### src/rtl/instruction_fetch.sv
// Fetch stage: owns the program counter, addresses instruction memory,
// captures the returned word into an instruction register and offers it
// to decode over a valid/ready handshake. Supports jumps, halt and a
// saturating count of completed handshakes.
module instruction_fetch #(
  parameter int unsigned               ADDR_WIDTH  = 8,
  parameter int unsigned               INSTR_WIDTH = 32,
  parameter logic [ADDR_WIDTH-1:0]     RESET_ADDR  = '0,
  parameter int unsigned               COUNT_WIDTH = 16
) (
  input  logic                   clock,
  input  logic                   reset_n,
  output logic [ADDR_WIDTH-1:0]  mem_address,
  input  logic [INSTR_WIDTH-1:0] mem_instruction,
  output logic [INSTR_WIDTH-1:0] instr_out,
  output logic [ADDR_WIDTH-1:0]  instr_pc,
  output logic                   instr_valid,
  input  logic                   instr_ready,
  input  logic                   jump_valid,
  input  logic [ADDR_WIDTH-1:0]  jump_address,
  input  logic                   halt_request,
  output logic                   halted,
  output logic [COUNT_WIDTH-1:0] fetch_count
);

  typedef enum logic [1:0] {
    IDLE   = 2'd0,
    RUN    = 2'd1,
    HALTED = 2'd2
  } state_t;

  state_t                 r_state;
  state_t                 w_nextState;
  logic [ADDR_WIDTH-1:0]  r_pc;
  logic [INSTR_WIDTH-1:0] r_instr;
  logic [ADDR_WIDTH-1:0]  r_instrPc;
  logic                   r_valid;
  logic [COUNT_WIDTH-1:0] r_count;

  logic w_transfer;
  logic w_jump;
  logic w_load;

  // Handshake, jump acceptance (jumps are ignored in IDLE) and load decision;
  // a halt request in RUN suppresses the load of that same cycle.
  always_comb begin
    w_transfer = r_valid && instr_ready;
    w_jump     = jump_valid && (r_state != IDLE);
    w_load     = (r_state == RUN) && (!r_valid || w_transfer) &&
                 !jump_valid && !halt_request;
  end

  // State register.
  always_ff @(posedge clock or negedge reset_n) begin
    if (!reset_n) begin
      r_state <= IDLE;
    end else begin
      r_state <= w_nextState;
    end
  end

  // Next-state logic: jump always lands in RUN and beats a concurrent halt.
  always_comb begin
    w_nextState = r_state;
    unique case (r_state)
      IDLE:    w_nextState = RUN;
      RUN: begin
        if (w_jump)            w_nextState = RUN;
        else if (halt_request) w_nextState = HALTED;
      end
      HALTED: begin
        if (w_jump)            w_nextState = RUN;
      end
      default: w_nextState = IDLE;
    endcase
  end

  // Program counter: redirect on jump, advance (wrapping) on each load.
  always_ff @(posedge clock or negedge reset_n) begin
    if (!reset_n) begin
      r_pc <= RESET_ADDR;
    end else if (w_jump) begin
      r_pc <= jump_address;
    end else if (w_load) begin
      r_pc <= r_pc + ADDR_WIDTH'(1);
    end
  end

  // Instruction register: a jump flushes, a load refills, a bare transfer empties.
  always_ff @(posedge clock or negedge reset_n) begin
    if (!reset_n) begin
      r_instr   <= '0;
      r_instrPc <= '0;
      r_valid   <= 1'b0;
    end else if (w_jump) begin
      r_valid   <= 1'b0;
    end else if (w_load) begin
      r_instr   <= mem_instruction;
      r_instrPc <= r_pc;
      r_valid   <= 1'b1;
    end else if (w_transfer) begin
      r_valid   <= 1'b0;
    end
  end

  // Saturating count of completed handshakes, including one coinciding with a flush.
  always_ff @(posedge clock or negedge reset_n) begin
    if (!reset_n) begin
      r_count <= '0;
    end else if (w_transfer && (r_count != {COUNT_WIDTH{1'b1}})) begin
      r_count <= r_count + COUNT_WIDTH'(1);
    end
  end

  // Outputs come straight from registers; the memory address has no input path.
  always_comb begin
    mem_address = r_pc;
    instr_out   = r_instr;
    instr_pc    = r_instrPc;
    instr_valid = r_valid;
    halted      = (r_state == HALTED);
    fetch_count = r_count;
  end

endmodule

### config.mk
export PLATFORM = sky130hd
export DESIGN_NAME = instruction_fetch
export DESIGN_NICKNAME = d
export VERILOG_FILES = /design/src/rtl/instruction_fetch.sv
export SDC_FILE = /design/constraint.sdc
export NUM_CORES = 1
export LEC_CHECK = 0
export CELL_PAD_IN_SITES_DETAIL_PLACEMENT = 1
export CELL_PAD_IN_SITES_GLOBAL_PLACEMENT = 1
export CORE_MARGIN = 5
export CORE_UTILIZATION = 34
export DETAILED_ROUTE_END_ITERATION = 8
export PLACE_DENSITY_LB_ADDON = 0.1
export SLEW_MARGIN = 15
export SYNTH_ARGS = -nofsm -noshare
export SYNTH_HDL_FRONTEND = slang
export SYNTH_SLANG_ARGS = --single-unit
### constraint.sdc
create_clock -name clock -period 5.1 [get_ports clock]
set_input_delay 1.02 -clock clock [delete_from_list [all_inputs] [get_ports clock]]
set_output_delay 1.02 -clock clock [all_outputs]
set_load 0.02 [all_outputs]
==> impl_metrics.ini <==
[outcome]
status = complete, no violations

[synthesis]
synth_simple_gate_area_frac = 0.2755
mappedNetlistArea_um2 = 2865
ys.flop_type = sky130_fd_sc_hd__dfrtp_1
asyncSetResetFlopFracSynth = 1.000
synth_top_cells_by_area = sky130_fd_sc_hd__dfrtp_1 59%, sky130_fd_sc_hd__nand2_1 16%, sky130_fd_sc_hd__xnor2_1 3.1%
yosys_warnings = 0
synth-seq-area-share = 0.5852
synth_top_family_by_area = simple AND/OR/NAND/NOR gates
synth.lib_cells_used.distinct = 40
synthesized_area_divided_by_synthesized_cell_count_um2 = 9.425
yosysTopAreaCell = sky130_fd_sc_hd__dfrtp_1
synthesis.nets = 351
synth_compound_area_frac = 0.06550
synth.area.mux_share = 0.003930
yosys.area_share.xor_xnor = 0.03974
synthAdderAreaFrac = 0.008734
synth_seq_cells = 67
yosysMostFrequentCell = sky130_fd_sc_hd__nand2_1
ys_top_cells_by_count = 125 x sky130_fd_sc_hd__nand2_1, 67 x sky130_fd_sc_hd__dfrtp_1, 10 x sky130_fd_sc_hd__nor2_1, 10 x sky130_fd_sc_hd__xnor2_1, 9 x sky130_fd_sc_hd__nand3_1
synth.top_cell.area_share = 0.5852
synth_edf_count = 0
syn-instance-count = 304

[cts]
cts.reportedPaths.clkPinSlew_ns = 0.07
tritoncts = done
cts_root_buf = sky130_fd_sc_hd__clkbuf_8
cts_inserted_buffers = 9
clk_latency_ns = 0.33
cts.sinks = 67
ctsResizeCount = 0
clockBufferDepth = 2
cts_setup_buffers = 0
ctsHoldBuffers = 0
cts_htree_levels = 3

[floorplanning]
initial_util = 0.3487
fp.dieArea_um2 = 10360
die_w_um = 101.8
core-area_um2 = 8217
std_cell_rows = 33
die-height_um = 101.8
num_io_pins = 111

[min_path]
min-delay-start = instr_out[23]
worst_case_hold_path_end_point = instr_out[23]
timing.hold.worst.class = flip-flop to flip-flop
worstHoldPathCells = 2

[setup_path]
reg2reg_setup_slack_ns = 2.85
setup.worst_path.class = primary input to flip-flop
reg2reg_from = r_state[1]
regToRegEndpoint = mem_address[5]
cp_data_arrival_time_ns = 3.26
worst_path_max_fanout = 40
end_kind = flip-flop
rr_worst_depth = 4
worstPathRequired_ns = 5.35
critPathLaunchType = primary input

[timing]
worst_margin_pin_slew_ns = 0.9776
clock.fmax_ghz = 0.3317
finClkSkew_ns = 0.006584
max-slew-margin-rel = 0.3467
timing.setup.tns_ns = 0
grt_setup_unrepaired = no
hold_violations = 0
layout_worst_path_cycle_share = 0.5911
finalCriticalPeriod_ns = 3.015
timing_max_transition_violations_final = 0
timing.final.setup_violations = 0

[power]
power.density_cell_area_nw_per_um2 = 414.8
irDropWorstVdd_v = 0.0001617
cellLeakagePower_nw = 1.885

[grt]
groute.layer.met3.usage = 0.03650
grt_use_met2 = 0.2746
met1_usage = 0.2107
antenna_found_initial = 0
grt_start_max_net_pins = 68
grt_pass1_vias = 2669
total_global_route_track_usage = 0.1651
global_route_wire_length_before_repair_mm = 13.35
global_route.peak_usage_layer = met2
overflow = 0

[routing]
via_count = 2528
vias_per_cell = 4.806
route.detailed.wl_per_inst_um = 15.36
drtIter0Drc = 64
drt-total-wl_mm = 8.077
drc_violation_count_after_routing = 0
total_iterations_of_the_first_detailed_routing_run = 4
final_antenna_net_count = 0

[placement]
place.port_buffers = 110
hpwl_mm = 5.894
finalWeightedCongestion = 0.8204

[final_layout]
layout.nets = 463
synthToLayoutAreaGrowth_pct = 46.86
drive_gt1_frac = 0.04513
antenna_cells_inserted = 0
fin_util = 0.5121

[run]
drv.max_cap_violation_count = 0
==> per-layer routing <==
layer  vias up  routed length (µm)
li1       1232                   -
met1      1225                3553
met2        65                4055
met3         6                 389
met4         0                  78
met5         -                   0
==> cells by family (layout without fill, tap and decap cells) <==
family                   Yosys count  after routing
adder cells (fa/ha/maj)            2              2
flip-flops                        67             67
AND/OR/NAND/NOR                  178            178
AO/OA/AOI/OAI                     30             30
XOR/XNOR                          13             13
multiplexers                       1              1
buffers and inverters             13            130
==> final cells by class <==
cell class	count	area, µm²
timing repair buffer	110	1099
sequential	67	1677
clock buffer	13	138.9
multi-input combinational	224	1132
inverter	4	15.01
fill	941	4009
clock inverter	3	15.01
tap	105	131.4
==> sequential cells by signal, summed over array words and instances, names as in the netlist <==
signal and flops:
fetch_count 16, instr_out 32, instr_pc 8, instr_valid 1, mem_address 8, r_state 2
==> layout by cell type (no fill, tap or decap), types with 2 or more instances in the layout <==
master                            synthesis  routed
sky130_fd_sc_hd__inv_1                    4       4
sky130_fd_sc_hd__and3_1                   4       4
sky130_fd_sc_hd__nor2b_1                  2       2
sky130_fd_sc_hd__o21ai_0                  7       7
sky130_fd_sc_hd__a31oi_1                  4       4
sky130_fd_sc_hd__clkbuf_1                 2       4
sky130_fd_sc_hd__clkbuf_8                 0       9
sky130_fd_sc_hd__nor3_1                   3       3
sky130_fd_sc_hd__nand3_1                  9       9
sky130_fd_sc_hd__or4_1                    2       2
sky130_fd_sc_hd__o21ai_1                  4       4
sky130_fd_sc_hd__nand2_1                125     125
sky130_fd_sc_hd__clkinv_2                 0       3
sky130_fd_sc_hd__xnor2_1                 10      10
sky130_fd_sc_hd__nand2b_1                 2       2
sky130_fd_sc_hd__dfrtp_1                 67      67
sky130_fd_sc_hd__clkdlybuf4s50_1          0     109
sky130_fd_sc_hd__ha_1                     2       2
sky130_fd_sc_hd__a21oi_1                  5       5
sky130_fd_sc_hd__nor2_1                  10      10
sky130_fd_sc_hd__xor2_1                   3       3
sky130_fd_sc_hd__o21a_1                   3       3
sky130_fd_sc_hd__nor4_1                   5       5
sky130_fd_sc_hd__nand4_1                  8       8
==> power breakdown <==
part | internal [W] | switching, W | leakage (nW)
registers | 0.000655 | 0.0000988 | 0.847
logic | 0.000304 | 0.000326 | 0.957
clock network | 0.000175 | 0.000187 | 0.0812
==> worst max-delay path: stages <==
cell,delay (ns)
sky130_fd_sc_hd__clkdlybuf4s50_1,0.50
sky130_fd_sc_hd__or4b_4,0.62
sky130_fd_sc_hd__nor2_4,0.76
sky130_fd_sc_hd__a32oi_1,0.21
sky130_fd_sc_hd__o21ai_1,0.14
==> how the worst max path moves through the flow <==
stage | start | to | slack (ns)
6_report | jump_valid | mem_address[5] | 2.09
5_1_grt | jump_valid | mem_address[5] | 1.95
4_1_cts | jump_valid | mem_address[5] | 2.06
3_5_place_dp | jump_valid | mem_address[0] | 1.72
3_3_place_gp | jump_valid | mem_address[0] | 1.80
2_1_floorplan | jump_valid | instr_pc[3] | 2.76
==> metrics by stage <==
| step | setup WS, ns | cell area, µm² | power [W] | hold WS, ns | std cells |
|---|---|---|---|---|---|
| after floorplan | 2.762 | 2865 | 0.001046 | 0.4946 | 304 |
| after global placement | 1.796 | 4054 | 0.001389 | 0.4580 | 510 |
| after detailed placement | 1.717 | 4054 | 0.001407 | 0.4629 | 510 |
| after CTS | 2.063 | 4208 | 0.001778 | 0.4801 | 526 |
| after global routing | 1.954 | 4208 | 0.001858 | 0.5041 | 526 |
| final | 2.085 | 4208 | 0.001745 | 0.4713 | 526 |
No activity file was read; power rests on OpenSTA's default activity.
